File: src/rtl/adc_pkg.sv
// adc_pkg: shared definitions for the ADC frame assembler.
//   state_t     - one-hot FSM state encoding (IDLE, LOCK, RUN, LOST)
//   FCO_PATTERN - frame clock word expected on every aligned frame
package adc_pkg;

  typedef enum logic [3:0] {
    ST_IDLE = 4'b0001,
    ST_LOCK = 4'b0010,
    ST_RUN  = 4'b0100,
    ST_LOST = 4'b1000
  } state_t;

  localparam logic [7:0] FCO_PATTERN = 8'hF0;

endpackage

File: src/rtl/adc_ramp_checker.sv
// adc_ramp_checker: checks that successive valid samples form a +1 ramp.
// The first valid word while run=1 seeds the expectation; a mismatch counts
// an error and reseeds from the received word. Dropping run unseeds.
// Ports:
//   CLKDIV, rst   - clock, async active-high reset
//   run           - FSM is in RUN
//   word_valid    - word is being captured as a valid sample this cycle
//   word          - interleaved sample word
//   err_clr       - synchronous clear, wins over increment
//   err_cnt       - saturating ramp error counter
module adc_ramp_checker #(
  parameter int ERR_W = 16
) (
  input  logic             CLKDIV,
  input  logic             rst,
  input  logic             run,
  input  logic             word_valid,
  input  logic [15:0]      word,
  input  logic             err_clr,
  output logic [ERR_W-1:0] err_cnt
);

  logic        seeded;
  logic [15:0] expect_word;
  logic        mismatch;

  assign mismatch = run && word_valid && seeded && (word != expect_word);

  always_ff @(posedge CLKDIV or posedge rst) begin
    if (rst) begin
      seeded      <= 1'b0;
      expect_word <= 16'h0000;
    end else if (!run) begin
      seeded <= 1'b0;
    end else if (word_valid) begin
      // seeding, matching and reseeding all expect word+1 next
      seeded      <= 1'b1;
      expect_word <= word + 16'd1;
    end
  end

  always_ff @(posedge CLKDIV or posedge rst) begin
    if (rst)                       err_cnt <= '0;
    else if (err_clr)              err_cnt <= '0;
    else if (mismatch && !(&err_cnt)) err_cnt <= err_cnt + 1'b1;
  end

endmodule

File: src/rtl/adc_frame_assembler.sv
// adc_frame_assembler: locks onto the deserialized ADC frame clock word,
// interleaves the two data lanes into 16-bit samples and counts errors.
// Optional feature macro: ADC_RAMP_CHECK_EN (instantiates adc_ramp_checker;
// without it ramp_err_cnt is tied to zero).
// Ports:
//   CLKDIV                    - frame-rate clock
//   rst                       - async active-high reset
//   aligned                   - bitslip stage reports alignment done
//   ISERDES_FCO               - frame clock word
//   ISERDES_D0/D1             - data lanes 0/1
//   err_clr                   - sync clear of both error counters
//   sample/sample_valid       - assembled sample, registered, 1-cycle latency
//   locked                    - state is RUN
//   realign_req               - state is LOST
//   frame_err_cnt/ramp_err_cnt- saturating error counters
module adc_frame_assembler
  import adc_pkg::*;
#(
  parameter int LOCK_CYCLES = 4,
  parameter int ERR_W       = 16
) (
  input  logic             CLKDIV,
  input  logic             rst,
  input  logic             aligned,
  input  logic [7:0]       ISERDES_FCO,
  input  logic [7:0]       ISERDES_D0,
  input  logic [7:0]       ISERDES_D1,
  input  logic             err_clr,
  output logic [15:0]      sample,
  output logic             sample_valid,
  output logic             locked,
  output logic             realign_req,
  output logic [ERR_W-1:0] frame_err_cnt,
  output logic [ERR_W-1:0] ramp_err_cnt
);

  state_t      state, state_nxt;
  logic [7:0]  lock_cnt, lock_cnt_nxt;
  logic        fco_ok;
  logic        word_valid;
  logic        frame_err;
  logic [15:0] word;

  assign fco_ok      = (ISERDES_FCO == FCO_PATTERN);
  assign word_valid  = (state == ST_RUN) && fco_ok;
  assign frame_err   = (state == ST_RUN) && aligned && !fco_ok;
  assign locked      = (state == ST_RUN);
  assign realign_req = (state == ST_LOST);

  always_comb begin
    word = '0;
    for (int i = 0; i < 8; i++) begin
      word[2*i]   = ISERDES_D0[i];
      word[2*i+1] = ISERDES_D1[i];
    end
  end

  always_comb begin
    state_nxt    = state;
    lock_cnt_nxt = 8'd0;
    case (state)
      ST_IDLE: if (aligned) state_nxt = ST_LOCK;
      ST_LOCK: begin
        if (!aligned) begin
          state_nxt = ST_IDLE;
        end else if (fco_ok) begin
          if (lock_cnt == 8'(LOCK_CYCLES - 1)) state_nxt = ST_RUN;
          else                                 lock_cnt_nxt = lock_cnt + 8'd1;
        end
      end
      ST_RUN: begin
        if (!aligned)    state_nxt = ST_IDLE;
        else if (!fco_ok) state_nxt = ST_LOST;
      end
      ST_LOST: if (!aligned) state_nxt = ST_IDLE;
      default: state_nxt = ST_IDLE;
    endcase
  end

  always_ff @(posedge CLKDIV or posedge rst) begin
    if (rst) begin
      state    <= ST_IDLE;
      lock_cnt <= 8'd0;
    end else begin
      state    <= state_nxt;
      lock_cnt <= lock_cnt_nxt;
    end
  end

  always_ff @(posedge CLKDIV or posedge rst) begin
    if (rst) begin
      sample       <= 16'h0000;
      sample_valid <= 1'b0;
    end else begin
      sample_valid <= word_valid;
      if (word_valid) sample <= word;
    end
  end

  always_ff @(posedge CLKDIV or posedge rst) begin
    if (rst)                                 frame_err_cnt <= '0;
    else if (err_clr)                        frame_err_cnt <= '0;
    else if (frame_err && !(&frame_err_cnt)) frame_err_cnt <= frame_err_cnt + 1'b1;
  end

`ifdef ADC_RAMP_CHECK_EN
  adc_ramp_checker #(.ERR_W(ERR_W)) u_ramp (
    .CLKDIV     (CLKDIV),
    .rst        (rst),
    .run        (state == ST_RUN),
    .word_valid (word_valid),
    .word       (word),
    .err_clr    (err_clr),
    .err_cnt    (ramp_err_cnt)
  );
`else
  assign ramp_err_cnt = '0;
`endif

endmodule

File: config.mk
export PLATFORM = sky130hd
export DESIGN_NAME = adc_frame_assembler
export DESIGN_NICKNAME = d
export VERILOG_FILES = /design/src/rtl/adc_pkg.sv /design/src/rtl/adc_ramp_checker.sv /design/src/rtl/adc_frame_assembler.sv
export SDC_FILE = /design/constraint.sdc
export NUM_CORES = 1
export LEC_CHECK = 0
export BUFFER_PORTS_ARGS = -buffer_cell sky130_fd_sc_hd__buf_2
export CAP_MARGIN = 15
export CORE_ASPECT_RATIO = 1.25
export CORE_UTILIZATION = 45
export CTS_CLUSTER_DIAMETER = 100
export DETAILED_ROUTE_END_ITERATION = 10
export PLACE_DENSITY = 0.78
export RECOVER_POWER = 50
export SETUP_SLACK_MARGIN = 0.4
export SYNTH_ARGS = -nofsm -noshare
export SYNTH_HDL_FRONTEND = slang
export SYNTH_SLANG_ARGS = --single-unit
File: constraint.sdc
create_clock -name CLKDIV -period 2 [get_ports CLKDIV]
set_clock_uncertainty 0.15 [all_clocks]
set_input_delay 0.2 -clock CLKDIV [delete_from_list [all_inputs] [get_ports CLKDIV]]
set_output_delay 0.2 -clock CLKDIV [all_outputs]
set_load 0.05 [all_outputs]
# Word level (Yosys, flattened, before mapping)
# Index checks and enable logic that the tools add are counted.
[word_totals]
mem_count = 0
ff_bits = 45
ramBits = 0
in_bits = 28
mem_bits_ro = 0
latchBits = 0
[op_classes]
shifts = 0
n_mux = 14
n_addsub = 2
div_mod_pow = 0
multipliers = 0
reduce_logical = 9
n_eq_ne = 11
n_lt_le_gt_ge = 0
bitwise_logic = 0
[ops]
columns = ["op", "count"]
rows = [
  ["$mux W16", 2],
  ["$mux W8", 4],
  ["$mux W4", 7],
  ["$add A16 B1 Y16 const B", 1],
  ["$pmux W4 S4", 1],
  ["$reduce_and A16 Y1", 1],
  ["$ne A3 B3 Y1 const B", 3],
  ["$add A8 B1 Y8 const B", 1],
  ["$eq A8 B2 Y1 const B", 1],
  ["$eq A8 B8 Y1 const B", 1],
  ["$reduce_and A5 Y1", 1],
  ["$eq A4 B1 Y1 const B", 1],
  ["$eq A4 B2 Y1 const B", 1],
  ["$eq A4 B3 Y1 const B", 1],
  ["$eq A4 B4 Y1 const B", 1],
  ["$logic_and A1 B1 Y1", 4],
  ["$ne A2 B2 Y1 const B", 2],
  ["$logic_not A1 Y1", 2],
  ["$reduce_bool A2 Y1", 1],
]

# Logic depth before layout (Yosys ltp)
# Gate-level depths: netlist (run 1).
[depth]
word_depth = 6
mapped_depth = 7
mapped_depth_nobuf = 6

# Worst setup path after synthesis (run 1)
# OpenSTA, ideal clock, no wires.
[synth_timing]
path_type = "reg2reg"
startpoint = "register state[1]"
endpoint = "register state[0]"
synth_period_minus_slack_ns = 2.912
t_arrival_ns = 2.595
stages_incl_launch_ff = 3
setup_slack_ns = -0.912
setup_ns = 0.167
cell_sequence = "dfrtp_1 -> nor4b_1 -> o21ai_0"
[synth_between]
elab_chain_len = 3
elab_cells_between_ends = 11
[synth_lines]
columns = ["item", "line_no", "text"]
rows = [
  ["start, declared", "adc_frame_assembler.sv:37", "state_t state, state_nxt;"],
  ["start signal, assigned", "adc_frame_assembler.sv:85", "state <= state_nxt;"],
  ["$eq A4 B4 Y1 *", "--", ""],
  ["named net realign_req", "adc_frame_assembler.sv:32", "output logic realign_req,"],
  ["$ne A2 B2 Y1 (no source line)", "--", ""],
  ["$reduce_and A5 Y1 (no source line)", "--", ""],
]
# The timed path passes the listed nets; every way through them passes the cells marked *.
# A chain may end at the register's enable or synchronous reset.

# Final worst setup path (run 1)
[layout_timing]
startpoint = "register frame_err_cnt[15]"
endpoint = "register frame_err_cnt[2]"
[layout_between]
elab_chain_len = 4
[layout_lines]
columns = ["item", "line_no", "text"]
rows = [
  ["start, declared", "adc_frame_assembler.sv:33", "output logic [ERR_W-1:0] frame_err_cnt,"],
  ["start signal, assigned", "adc_frame_assembler.sv:103", "else if (frame_err && !(&frame_err_cnt)) frame_err_cnt <= frame_err_cnt + 1'b1;"],
  ["$reduce_and A16 Y1", "adc_frame_assembler.sv:103", ""],
  ["$logic_not A1 Y1", "adc_frame_assembler.sv:103", ""],
  ["$logic_and A1 B1 Y1", "adc_frame_assembler.sv:103", ""],
  ["$reduce_bool A2 Y1 (no source line)", "--", ""],
]
# No other way between the ends.

==> impl_metrics.yaml, run 1 <==
worst_setup_path:
  crit_type: "register to register"
  startpoint_type: "register"
  r2r-start: "frame_err_cnt[15]"
  critPathCapture: "frame_err_cnt[2]"
  arrival_ns: 2.11
  cp-end-kind: "register"
  timing.rr.end: "frame_err_cnt[2]"
  slowest_delay_ns: 0.50
  regToRegSetupSlack_ns: -0.08
  crit_chain: "and3_4, and4_4, buf_12, a21oi_2, buf_4, a221oi_1"
  cp_slowest_cell: "dfrtp_1"
  crit_path_max_fanout: 11
  required_ns: 2.03
  reg2reg_depth: 6
  cp-startpoint: "frame_err_cnt[15]"
synth:
  yosysTopAreaCell: "dfrtp_1"
  yosys_most_used_dff: "dfrtp_1"
  syn_inst: 209
  synth-seq-cells: 45
  avgSynthCellArea_um2: 10.9
  synthArstFlopShare: 1.00
  synth_cell_types: 44
  yosys-top-cells-area: "dfrtp_1, mux2_2, buf_4, xnor2_1, nor2_1"
  synth_edf_count: 0
  synth_warnings: 0
  yosysSeqAreaShare: 0.496
  synthesis.area_um2: 2270
  yosys.area.top_type_share: 0.484
detailed_routing:
  drt_wl_total_um: 7780
  post-route-drc-count: 0
  vias: 2208
  routed_via_density: 5.51
  avgRoutedWirePerCell_um: 19.4
  antenna_left: 0
  drt_iter0_markers: 151
  dr.pass1.iters: 4
floorplanning:
  die_x_um: 65.6
  die_h_um: 81.5
  start_util: 0.474
  die_area_um2: 5340
  io_pins: 79
  core_area_um2: 4800
  std_cell_rows: 28
sta:
  tightest_slew_ns: 1.11
  tns_ns: -0.259
  setup_violations: 6
  period_needed_ns: 2.08
  rsz0062_at_grt: "true"
  maxSlewViolCount: 0
  maxClockFrequency_mhz: 481
  hold_viol: 1
  period_share: 1.04
  max-slew-margin-rel: 0.259
  worst_slack_ns: -0.0807
  hold_ws_ns: -0.0190
global_route:
  grt_overflow: 0
  track_usage: 0.247
  grt_max_degree: 46
  grt_pass1_wl_um: 9700
  grt_pass1_vias: 1984
  grt_antenna_before_repair: 0
placed_design:
  dp_slack_ns: -0.0450
  dpl_cell_area_um2: 2770
  io_buffers: 62
  dp_hpwl_um: 3670
  dpl.cell_count: 348
  gp_congestion: 0.864
clock_tree:
  numCtsBuffers: 5
  worstSkewPairLatency_ns: 0.31
  cts_tree: "yes"
  cts-root-buf: "clkbuf_8"
  cts.sinks: 45
  clock_path_buffers: 2
  cts_max_level: 2
  clk_pin_slew_worst_paths_ns: 0.10
final_layout:
  final_cells: 401
  final_util: 0.778
  nets: 370
  area_growth_pct: 64.3
  num_antenna_cells: 0
  final_area_um2: 3730
  drive_gt1_frac: 0.504
power:
  leakagePower_nw: 1.72
  vdd_drop_max_v: 0.000635
  power.density_nw_per_um2: 529
  power_mw: 1.98
status:
  status: "finished, violations left"
  violations: "hold timing, setup timing"
worst_hold_path:
  hold_path.class: "input pin to register"
job:
  maxCapViolations: 0
-- placed cells by master (no fill, tap or decap), types with 3 or more instances in the layout --
| cell type | instances |
|---|---|
| a211oi_4 | 3 |
| nor4b_4 | 3 |
| nor2b_1 | 3 |
| dlygate4sd3_1 | 16 |
| buf_6 | 18 |
| a211oi_2 | 4 |
| xor2_1 | 3 |
| nor2_2 | 3 |
| a21oi_2 | 4 |
| o21ai_0 | 5 |
| buf_4 | 30 |
| buf_2 | 50 |
| nand4_1 | 5 |
| mux2_4 | 18 |
| nand3_1 | 8 |
| buf_12 | 3 |
| conb_1 | 16 |
| dfrtp_1 | 44 |
| clkbuf_8 | 5 |
| nor2_1 | 22 |
| nand2_1 | 6 |
| xnor2_1 | 12 |
| clkbuf_1 | 10 |
| inv_1 | 4 |
| and3_1 | 6 |
-- power breakdown --
| part | switching (mW) | leakage (nW) | internal [mW] |
|---|---|---|---|
| clock | 0.341 | 0.0687 | 0.503 |
| combinational | 0.136 | 1.02 | 0.0699 |
| sequential | 0.00824 | 0.624 | 0.917 |
-- how the worst min path moves through the flow --
stage	start	end	slack (ns)	depth (start not counted)
after floorplan	aligned	state[0]	0.12	1
after global placement	rst	sample[0]	0.21	3
after detailed placement	rst	sample[2]	0.23	3
after CTS	ISERDES_D1[3]	sample[7]	0.02	2
after global routing	ISERDES_D1[3]	sample[7]	-0.02	2
final	ISERDES_D1[3]	sample[7]	-0.02	2
-- cell type report --
cell class / count / area, µm²
Timing Repair Buffer: 132 / 1040
Inverter: 5 / 18.8
Multi-Input combinational cell: 151 / 1340
Fill cell: 277 / 1060
Clock inverter: 3 / 68.8
Clock buffer: 5 / 68.8
Tap cell: 60 / 75.1
Sequential cell: 45 / 1130
-- cell families after synthesis --
family | Yosys count | share of synthesized area
other | 1 | 0.00165
multiplexers | 19 | 0.0936
AND/OR/NAND/NOR | 73 | 0.174
AO/OA/AOI/OAI | 24 | 0.0793
buffers and inverters | 28 | 0.0787
adder cells (fa/ha/maj) | 2 | 0.0110
XOR/XNOR | 17 | 0.0655
flip-flops | 45 | 0.496
-- Yosys cell counts (4+ instances only) --
cell type and n:
dfrtp_1 44, nor2_1 27, buf_4 17, mux2_2 17, xnor2_1 14, nand3_1 9
and3_1 7, a211oi_1 6, nand2_1 6, inv_1 5, nand4_1 5, o21ai_0 5
a21oi_1 4
-- worst max-delay path: cells and delay by family, from the launching register on --
family          cells  cell delay, ns
flops               1            0.50
simple gates        2            0.49
compound gates      2            0.49
buf+inv             2            0.33
-- routing by layer --
layer	routed length (µm)	up-vias	global-route usage	share of wire
li1	-	955	-	-
met1	3000	1115	0.307	0.39
met2	4090	107	0.427	0.53
met3	414	31	0.0472	0.053
met4	278	0	0.0913	0.036
met5	0	-	0	0
-- state kept, by name (all words and copies together), names as in the netlist --
register       count
state              4
lock_cnt           8
sample_valid       1
frame_err_cnt     16
sample            16
-- timing repair --
item                       CTS  global route
buffers inserted             8            18
resized for setup           35            53
hold buffers                16             0
gates cloned                 2             1
pin swaps                   20            18
setup endpoints to repair   43            45
hold endpoints to repair    59             0
Note: power is estimated with default switching activity, not from simulation.
==> run 2: changes to the inputs <==
Settings changed: HOLD_SLACK_MARGIN from default to 0.08.
==> run 2 against run 1 <==
Net effect:
- the flow finishes with violations (setup timing)
- count of clock-buffer cells in the layout unchanged
- design area up 0.64%
- critical path depth up 1
- critical path type unchanged
- largest cell class unchanged
==> impl_metrics.yaml, run 2 (synthesized netlist as in run 1, its figures left out) <==
worst_hold_path:
  hold_depth: 2
  hold_path.class: "input pin to register"
global_route:
  grt_max_degree: 46
  grt_overflow: 0
  track_usage: 0.249
  grt_pass1_wl_um: 9780
  grt_pass1_vias: 2007
  grt_antenna_before_repair: 0
worst_setup_path:
  crit_type: "register to register"
  arrival_ns: 2.13
  cp-end-kind: "register"
  crit_path_max_fanout: 2
  reg2reg_depth: 7
  required_ns: 2.05
  regToRegSetupSlack_ns: -0.08
  startpoint_type: "register"
clock_tree:
  cts-root-buf: "clkbuf_8"
  cts.sinks: 45
  clock_path_buffers: 2
  cts_tree: "yes"
  worstSkewPairLatency_ns: 0.31
  numCtsBuffers: 5
  clk_pin_slew_worst_paths_ns: 0.09
  cts_max_level: 2
power:
  vdd_drop_max_v: 0.000491
  power.density_nw_per_um2: 528
  power_mw: 1.98
  leakagePower_nw: 1.72
final_layout:
  area_growth_pct: 65.3
  final_util: 0.783
  mostFrequentLayoutCell: "buf_2"
  nets: 372
  drive_gt1_frac: 0.501
  num_antenna_cells: 0
  layout_common_cells: "buf_2, dfrtp_1, buf_4"
  seq_area_um2: 1130
  final_area_um2: 3760
  n_fill_cell: 268
  largest_registers: "frame_err_cnt: 16 flops, sample: 16 flops, lock_cnt: 8 flops"
  multi_input_area_um2: 1350
  final_cells: 403
floorplanning:
  start_util: 0.474
  die_x_um: 65.6
  std_cell_rows: 28
  io_pins: 79
  die_area_um2: 5340
  die_h_um: 81.5
  core_area_um2: 4800
status:
  status: "finished, violations left"
  violations: "setup timing"
sta:
  worst_slack_ns: -0.0791
  setup_violations: 10
  period_needed_ns: 2.08
  tightest_slew_ns: 1.14
  max-slew-margin-rel: 0.243
  maxSlewViolCount: 0
  maxClockFrequency_mhz: 481
  hold_viol: 0
  period_share: 1.04
  rsz0062_at_grt: "true"
detailed_routing:
  vias: 2204
  drt_iter0_markers: 208
  avgRoutedWirePerCell_um: 19.4
  post-route-drc-count: 0
  antenna_left: 0
  routed_via_density: 5.47
  drt_wl_total_um: 7820
  dr.pass1.iters: 4
placed_design:
  dpl_cell_area_um2: 2770
  dpl.cell_count: 348
  gp_congestion: 0.864
  dp_hpwl_um: 3670
  io_buffers: 62
job:
  maxCapViolations: 0
-- run 2: layer usage --
layer  vias up  track usage  share of wire  wire, µm
met4         0       0.0978          0.033       257
li1        965            -              -         -
met5         -            0              0         0
met1      1106        0.310           0.39      3080
met2       107        0.425           0.52      4080
met3        26       0.0472          0.052       406
-- run 2: path summary, 6_finish.rpt --
check                                 start                end
max reg2reg                frame_err_cnt[1]  frame_err_cnt[14]
min in group asynchronous               rst          sample[4]
min reg2reg                       sample[3]          sample[3]
max                        frame_err_cnt[1]  frame_err_cnt[14]
min                                 aligned           state[2]
max in group asynchronous               rst   frame_err_cnt[1]
-- run 2: repair_timing --
item,CTS,global route
hold buffers,19,0
endpoints found under the hold margin,61,0
gates resized for setup,35,57
gates cloned,2,1
setup endpoints to repair,43,45
setup buffers,8,17
pin swaps,20,23
-- run 2: worst max-delay path, cell delays in order, from the launching register on --
cell and delay (ns):
dfrtp_1 0.38, ha_2 0.19, buf_4 0.11, and2_1 0.17, nand3_1 0.12, a211oi_2 0.26
nor3b_2 0.27, mux2_4 0.32
-- run 2: area by class of cell --
class / instances / area share
Clock inverter: 3 / 0.0183
Inverter: 5 / 0.00499
Multi-Input combinational cell: 151 / 0.359
Sequential cell: 45 / 0.300
Timing Repair Buffer: 134 / 0.280
Clock buffer: 5 / 0.0183
Tap cell: 60 / 0.0200
-- run 2: per-stage QoR --
step                hold WS, ns  worst slack [ns]  TNS, ns
global placement          0.210            0.0137        0
floorplan                 0.119            -0.618   -10.99
CTS                      0.0895            0.0471        0
global route              0.113            -0.155   -0.897
detailed placement        0.225           -0.0450   -0.173
finish                    0.121           -0.0791   -0.287
-- run 2: where the power goes --
group	switching, mW	internal (mW)
Combinational	0.136	0.0752
Clock	0.343	0.503
Sequential	0.00842	0.917
Total	0.488	1.50
